$ cat config.mk
export PLATFORM = sky130hd
export DESIGN_NAME = n101_reg_vec_ctl_flat
export DESIGN_NICKNAME = d
export VERILOG_FILES = /design/src/rtl/n101_reg_vec_ctl_if.sv /design/src/rtl/n101_reg_vec_ctl.sv /design/src/flat_wrapper.sv
export SDC_FILE = /design/constraint.sdc
export NUM_CORES = 1
export LEC_CHECK = 0
export ABC_AREA = 1
export ABC_CLOCK_PERIOD_IN_PS = 2200
export BUFFER_PORTS_ARGS = -buffer_cell sky130_fd_sc_hd__buf_2
export CAP_MARGIN = 20
export CORE_ASPECT_RATIO = 1.2
export CORE_UTILIZATION = 30
export CTS_BUF_LIST = sky130_fd_sc_hd__clkbuf_8 sky130_fd_sc_hd__clkbuf_16
export DETAILED_ROUTE_END_ITERATION = 8
export HOLD_SLACK_MARGIN = 0.1
export SYNTH_ARGS = -nofsm -noshare
export SYNTH_HDL_FRONTEND = slang
export SYNTH_SLANG_ARGS = --single-unit
$ cat constraint.sdc
create_clock -name clock -period 2.2 [get_ports clock]
set_clock_uncertainty 0.05 [all_clocks]
set_input_delay 0.66 -clock clock [delete_from_list [all_inputs] [get_ports clock]]
set_output_delay 0.66 -clock clock [all_outputs]
set_load 0.01 [all_outputs]
$ cat src/rtl/n101_reg_vec_ctl_if.sv
// ---------------------------------------------------------------------------
// n101_reg_vec_ctl_if
// Bus bundle for one control/status register instance.
//   master : register-bus decode / hardware side. It drives the write
//            request, data, strobes and mode, plus the hardware event bits
//            and the lock request. It observes the register value, the
//            change mask and the lock state.
//   slave  : the register vector itself.
// ---------------------------------------------------------------------------
interface n101_reg_vec_ctl_if #(
    parameter int WIDTH = 32
);
    localparam int NSTRB = (WIDTH + 7) / 8;

    logic             io_en;
    logic [WIDTH-1:0] io_d;
    logic [NSTRB-1:0] io_strb;
    logic [1:0]       io_mode;
    logic [WIDTH-1:0] io_hw_set;
    logic             io_lock;
    logic [WIDTH-1:0] io_q;
    logic [WIDTH-1:0] io_chg;
    logic             io_locked;

    modport master (
        output io_en, io_d, io_strb, io_mode, io_hw_set, io_lock,
        input  io_q, io_chg, io_locked
    );

    modport slave (
        input  io_en, io_d, io_strb, io_mode, io_hw_set, io_lock,
        output io_q, io_chg, io_locked
    );
endinterface

$ cat src/rtl/n101_reg_vec_ctl.sv
// ---------------------------------------------------------------------------
// n101_reg_vec_ctl
// Parametrised control/status register with byte strobes, four software
// write modes (WRITE / W1C / W1S / W1T), sticky hardware set bits, an
// optional one-shot software-write lock and a registered per-bit change mask.
//
// Ports
//   clock : sole clock, every state update happens on its rising edge
//   reset : synchronous active-high reset
//   bus   : slave side of n101_reg_vec_ctl_if
//           inputs  io_en, io_d, io_strb, io_mode, io_hw_set, io_lock
//           outputs io_q, io_chg, io_locked (all registered)
// ---------------------------------------------------------------------------
module n101_reg_vec_ctl #(
    parameter int               WIDTH       = 32,
    parameter logic [WIDTH-1:0] RESET_VAL   = '0,
    parameter logic [WIDTH-1:0] HW_SET_MASK = '0,
    parameter bit               LOCK_EN     = 1'b0
) (
    input  logic                      clock,
    input  logic                      reset,
    n101_reg_vec_ctl_if.slave         bus
);
    localparam int NSTRB = (WIDTH + 7) / 8;

    localparam logic [1:0] MODE_WRITE = 2'd0;
    localparam logic [1:0] MODE_W1C   = 2'd1;
    localparam logic [1:0] MODE_W1S   = 2'd2;
    localparam logic [1:0] MODE_W1T   = 2'd3;

    logic [WIDTH-1:0] q_reg;
    logic [WIDTH-1:0] q_next;
    logic [WIDTH-1:0] chg_reg;
    logic             locked_reg;

    logic             sw_ok;
    logic [WIDTH-1:0] wr_mask;
    logic [WIDTH-1:0] sw_val;
    logic [WIDTH-1:0] sw_next;

    // Software may touch the register only while unlocked; a write issued in
    // the same cycle as the lock request still lands because locked_reg only
    // rises on that edge.
    assign sw_ok = bus.io_en & ~locked_reg;

    // Expand byte strobes to a per-bit mask; the last strobe is clipped to
    // WIDTH-1 simply by not generating bits above it.
    generate
        for (genvar gi = 0; gi < WIDTH; gi++) begin : g_wr_mask
            assign wr_mask[gi] = sw_ok & bus.io_strb[gi / 8];
        end
    endgenerate

    always_comb begin
        sw_val = bus.io_d;
        unique case (bus.io_mode)
            MODE_WRITE: sw_val = bus.io_d;
            MODE_W1C:   sw_val = q_reg & ~bus.io_d;
            MODE_W1S:   sw_val = q_reg | bus.io_d;
            MODE_W1T:   sw_val = q_reg ^ bus.io_d;
            default:    sw_val = bus.io_d;
        endcase
    end

    // Hardware set is OR-ed in last so an event always beats a same-cycle
    // software clear, zero write or toggle; it is not gated by the lock.
    always_comb begin
        sw_next = (q_reg & ~wr_mask) | (sw_val & wr_mask);
        q_next  = sw_next | (bus.io_hw_set & HW_SET_MASK);
    end

    always_ff @(posedge clock) begin
        if (reset) begin
            q_reg   <= RESET_VAL;
            chg_reg <= '0;
        end else begin
            q_reg   <= q_next;
            chg_reg <= q_next ^ q_reg;
        end
    end

    generate
        if (LOCK_EN) begin : g_lock
            // One-shot: once set, only reset clears it.
            always_ff @(posedge clock) begin
                if (reset) begin
                    locked_reg <= 1'b0;
                end else if (bus.io_lock) begin
                    locked_reg <= 1'b1;
                end
            end
        end else begin : g_no_lock
            always_ff @(posedge clock) begin
                locked_reg <= 1'b0;
            end
        end
    endgenerate

    assign bus.io_q      = q_reg;
    assign bus.io_chg    = chg_reg;
    assign bus.io_locked = locked_reg;

endmodule

$ cat src/flat_wrapper.sv
// flat-port wrapper written by rule: the top's interface ports become plain ports
module n101_reg_vec_ctl_flat 
#(
    parameter int               WIDTH       = 32,
    parameter logic [WIDTH-1:0] RESET_VAL   = '0,
    parameter logic [WIDTH-1:0] HW_SET_MASK = '0,
    parameter bit               LOCK_EN     = 1'b0
)
  (clock, reset, bus_io_en, bus_io_d, bus_io_strb, bus_io_mode, bus_io_hw_set, bus_io_lock, bus_io_q, bus_io_chg, bus_io_locked);
  n101_reg_vec_ctl_if #(.WIDTH(WIDTH)) bus_i ();
  input  logic clock;
  input  logic reset;
  input wire logic [$bits(bus_i.io_en)-1:0] bus_io_en;
  input wire logic [$bits(bus_i.io_d)-1:0] bus_io_d;
  input wire logic [$bits(bus_i.io_strb)-1:0] bus_io_strb;
  input wire logic [$bits(bus_i.io_mode)-1:0] bus_io_mode;
  input wire logic [$bits(bus_i.io_hw_set)-1:0] bus_io_hw_set;
  input wire logic [$bits(bus_i.io_lock)-1:0] bus_io_lock;
  output wire logic [$bits(bus_i.io_q)-1:0] bus_io_q;
  output wire logic [$bits(bus_i.io_chg)-1:0] bus_io_chg;
  output wire logic [$bits(bus_i.io_locked)-1:0] bus_io_locked;
  assign bus_i.io_en = bus_io_en;
  assign bus_i.io_d = bus_io_d;
  assign bus_i.io_strb = bus_io_strb;
  assign bus_i.io_mode = bus_io_mode;
  assign bus_i.io_hw_set = bus_io_hw_set;
  assign bus_i.io_lock = bus_io_lock;
  assign bus_io_q = bus_i.io_q;
  assign bus_io_chg = bus_i.io_chg;
  assign bus_io_locked = bus_i.io_locked;
  n101_reg_vec_ctl #(.WIDTH(WIDTH), .RESET_VAL(RESET_VAL), .HW_SET_MASK(HW_SET_MASK), .LOCK_EN(LOCK_EN)) u_core (.clock(clock), .reset(reset), .bus(bus_i));
endmodule
Word-level counts from Yosys, hierarchy flattened. Cells that the tools add are included.

Bits of input ports: 74. Logic and storage cells: 20. Output and inout bits: 65. Register bits: 64.

Eq/ne operators: 3. Muxes and demuxes: 1. Bitwise gates (word level): 13. Reductions and logical operators: 1.

Operators by type and width (count): 32-bit one-hot mux with 4 select lines (1); 32-bit bitwise AND (3); 32-bit NOT (2); 32-bit OR (2); 32-bit bitwise XOR (2); 1-bit bitwise AND (4); 2-bit == test (second input constant) (2); 2-bit by 1-bit == test with 1-bit output (second input constant) (1); 2-bit logical NOT (1).

Logic depth before layout (Yosys ltp).
Depth after elaboration: 6. Depth in mapped cells: 9. Gate-level depth less buffers: 9.

Least setup slack after synthesis. Ideal clock, no wire load.

Path kind: input port to flip-flop. Start point: in bus_io_mode[0]. End point: reg u_core.chg_reg[0], in the netlist u_core.bus.io_chg[0]. Arrival: 1.410 ns. Data required time: 2.036 ns. Path slack: 0.626 ns. Path buffers: 1. Library setup time: 0.114 ns. Cell stages on the path: 7. Path through: nor2_2 clkbuf_1 a21oi_1 nand2_1 nand2_1 nand2_1 nor2_1.

Word-level cells in the longest chain between the ends: 5. Elaborated cells on any way between the ends: 8. Those cells by class: 3 x eq/ne; 1 x mux; 3 x bitwise; 1 x reduce/logical.

RTL lines: start, declared (line flat_wrapper.sv:16) `input wire logic [$bits(bus_i.io_mode)-1:0] bus_io_mode;`; 2-bit == test, or another cell as far along (line n101_reg_vec_ctl.sv:56) `unique case (bus.io_mode)`; 32-bit one-hot mux with 4 select lines * (line n101_reg_vec_ctl.sv:56); 32-bit bitwise AND * (line n101_reg_vec_ctl.sv:68) `sw_next = (q_reg & ~wr_mask) | (sw_val & wr_mask);`; 32-bit OR * (line n101_reg_vec_ctl.sv:68); 32-bit bitwise XOR * (line n101_reg_vec_ctl.sv:78) `chg_reg <= q_next ^ q_reg;`; end signal, assigned (line n101_reg_vec_ctl.sv:78); end, declared (line n101_reg_vec_ctl.sv:33) `logic [WIDTH-1:0] chg_reg;`.

Mark *: on every way between the ends. The rest lies on a longest branch, timed or not. A chain may end at the register's enable or synchronous reset.

Worst setup path in the final report.
Start point: in bus_io_mode[1]. End point: reg u_core.chg_reg[27], in the netlist u_core.bus.io_chg[27].

The elaborated chain is that of the path after synthesis.

==> impl_metrics.env <==
export IMPL_fmax_mhz=613.0
export IMPL_core_area_sq_um=16270
export IMPL_layout_nets=1019
export IMPL_final_setup_worst_slack_ps=568.6
export IMPL_rsz0062_at_grt="false"
export IMPL_powerDensity_nw_per_um2=570.2
export IMPL_remaining_drc_errors=0
export IMPL_die_w_um=120.1
export IMPL_crit_path_end_kind="flip-flop"
export IMPL_gp_congestion=0.7757
export IMPL_maxCapViolations=0
export IMPL_grt_first_pass_wirelength_um=22450
export IMPL_hold_viol=0
export IMPL_ctsResizeCount=0
export IMPL_cp_data_required_time_ps=2420
export IMPL_cts_setup_buffers=0
export IMPL_ctsHoldBuffers=0
export IMPL_htreeDepth=3
export IMPL_synth_top_area_share_pct=25.53
export IMPL_synth_seq_cells=64
export IMPL_synth_edff_count=0
export IMPL_syn_to_final_growth_pct=20.32
export IMPL_power_leakage_uw=0.003278
export IMPL_portBuffers=104
export IMPL_drt_wl_total_um=13770
export IMPL_syn_inst=794
export IMPL_synth_cell_types=18
export IMPL_cts_buffers=9
export IMPL_postPlaceCellArea_sq_um=5738
export IMPL_cts_tree="built"
export IMPL_design_area_sq_um=6038
export IMPL_syn_area_sq_um=5019
export IMPL_dp_hpwl_um=9449
export IMPL_fin_setup_tns_ps=0
export IMPL_outcome="completed"
export IMPL_min_path_type="flip-flop to flip-flop"
export IMPL_cp_start_kind="input pin"
export IMPL_postRouteAntennaNets=0
export IMPL_yosys_top_cells_area="dfxtp_1 (26%), ha_1 (16%), nand3_1 (16%)"
export IMPL_grt_usage_pct=16.72
export IMPL_grt_pass1_vias=4796
export IMPL_avgSynthCellArea_sq_um=6.321
export IMPL_finalCriticalPeriod_ps=1631
export IMPL_die_height_um=143.7
export IMPL_ctsRootBufferMaster="clkbuf_16"
export IMPL_clk_latency_ps=350
export IMPL_first_iter_violations=308
export IMPL_cts_buffer_depth=2
export IMPL_slew_viol_final=0
export IMPL_path_class="input pin to flip-flop"
export IMPL_synth_top_family_by_area="simple AND/OR/NAND/NOR gates"
export IMPL_antennaDiodeCount=0
export IMPL_synth_compound_area_share_pct=12.76
export IMPL_synth_net_count=932
export IMPL_synthArstFlopShare_pct=0
export IMPL_cp_arrival_ps=1850
export IMPL_start_util_pct=30.84
export IMPL_clock_sinks=64
export IMPL_via_per_inst=4.810
export IMPL_synth_commonest_cells="nand3_1 (160), nand2_1 (128), inv_1 (102)"
export IMPL_grt_overflow=0
export IMPL_first_pass_iters=5
export IMPL_die_area_sq_um=17250
export IMPL_ios=139
export IMPL_seq_area_frac_synth_pct=25.53
export IMPL_synth_largest_area_cell="dfxtp_1"
export IMPL_synth_most_common_cell="nand3_1"
export IMPL_yosysWarnings=0
export IMPL_fin_crit_sh_pct=74.16
export IMPL_grt_max_degree=37
export IMPL_avgRoutedWirePerCell_um=12.54
export IMPL_post_place_ws_ps=232.4
export IMPL_synthFlopType="dfxtp_1"
export IMPL_drive_above_1_share_pct=15.91
export IMPL_synth_simple_gate_area_share_pct=33.33
export IMPL_path_max_fanout=23
export IMPL_setup_viol=0
export IMPL_vias=5281
export IMPL_synth_mux_area_share_pct=0
export IMPL_ir_drop_v=0.0002745
export IMPL_antenna_found_initial=0
export IMPL_row_count=51
export IMPL_path_clk_slew_ps=50
export IMPL_synth_xor_area_share_pct=0
export IMPL_yosys_area_share_adder_pct=15.96
==> through the flow <==
| step | hold WS [ps] | cells | total power [uW] | utilization [%] |
|---|---|---|---|---|
| floorplan | 465.7 | 794 | 1796 | - |
| global placement | 439.9 | 1082 | 2024 | 35.26 |
| detailed placement | 442.4 | 1082 | 2030 | 35.26 |
| CTS | 450.9 | 1098 | 3504 | 37.11 |
| global route | 475.3 | 1098 | 3657 | 37.11 |
| finish | 449.0 | 1098 | 3443 | 37.11 |
==> critical path, stage by stage <==
cell     delay, ps
buf_2          290
buf_4          320
nand3_1        130
nand3_1        110
nand2_1         70
nand2_1         60
nand2_1         40
nor2_1         160
==> kinds of logic (layout without fill, tap and decap cells) <==
group / after synthesis / count (layout)
DFF: 64 / 64
and+or+nand+nor: 389 / 389
buffers and inverters: 148 / 240
adders and majority gates: 64 / 64
AOI/OAI and AO/OA: 128 / 128
other: 1 / 1
==> layout make-up <==
class,count,area (sq um)
clock buffer,11,252.7
inverter,104,390.4
timing repair buffer,120,678.2
sequential,64,1281
tap,212,265.3
fill,1761,10230
clock inverter,5,47.55
multi-input combinational,582,3123
==> path summary, 6_finish.rpt <==
kind,start,to,slack (ps),cells past startpoint
hold / removal,u_core.bus.io_q[8]$_SDFF_PP0_,u_core.bus.io_q[8]$_SDFF_PP0_,450,2
setup / recovery,bus_io_mode[1],u_core.bus.io_chg[27]$_SDFF_PP0_,570,8
hold reg to reg,u_core.bus.io_q[8]$_SDFF_PP0_,u_core.bus.io_q[8]$_SDFF_PP0_,450,2
setup reg to reg,u_core.bus.io_q[4]$_SDFF_PP0_,u_core.bus.io_chg[4]$_SDFF_PP0_,780,8
==> layer usage <==
metal | vias to the layer above | global-route usage (%) | wire (um)
met2 | 142 | 29.25 | 6777
met4 | 0 | 10.33 | 394
li1 | 2756 | - | -
met3 | 28 | 2.817 | 736
met5 | - | 0 | 0
met1 | 2355 | 18.88 | 5860
==> layout by cell type (no fill, tap or decap) <==
cell       count
a21oi_1       96
buf_12         3
buf_2        104
buf_4         13
bufinv_16      1
clkbuf_16      9
clkbuf_8       2
clkinv_2       2
conb_1         1
dfxtp_1       64
ha_1          64
inv_1        104
inv_2          2
nand2_1      128
nand2_2        4
nand3_1      160
nor2_1        96
nor2_4         1
o21ai_0       28
o21ai_1        4
==> report_power, final <==
part	switching (uW)	internal (uW)
Clock	517	924
Combinational	472	272
Sequential	37.1	1220
Total	1030	2420
==> state kept, by name, indices dropped and copies added, names as in the netlist <==
name	cells
u_core.bus.io_chg	32
u_core.bus.io_q	32
No activity file was read; power rests on OpenSTA's default activity.
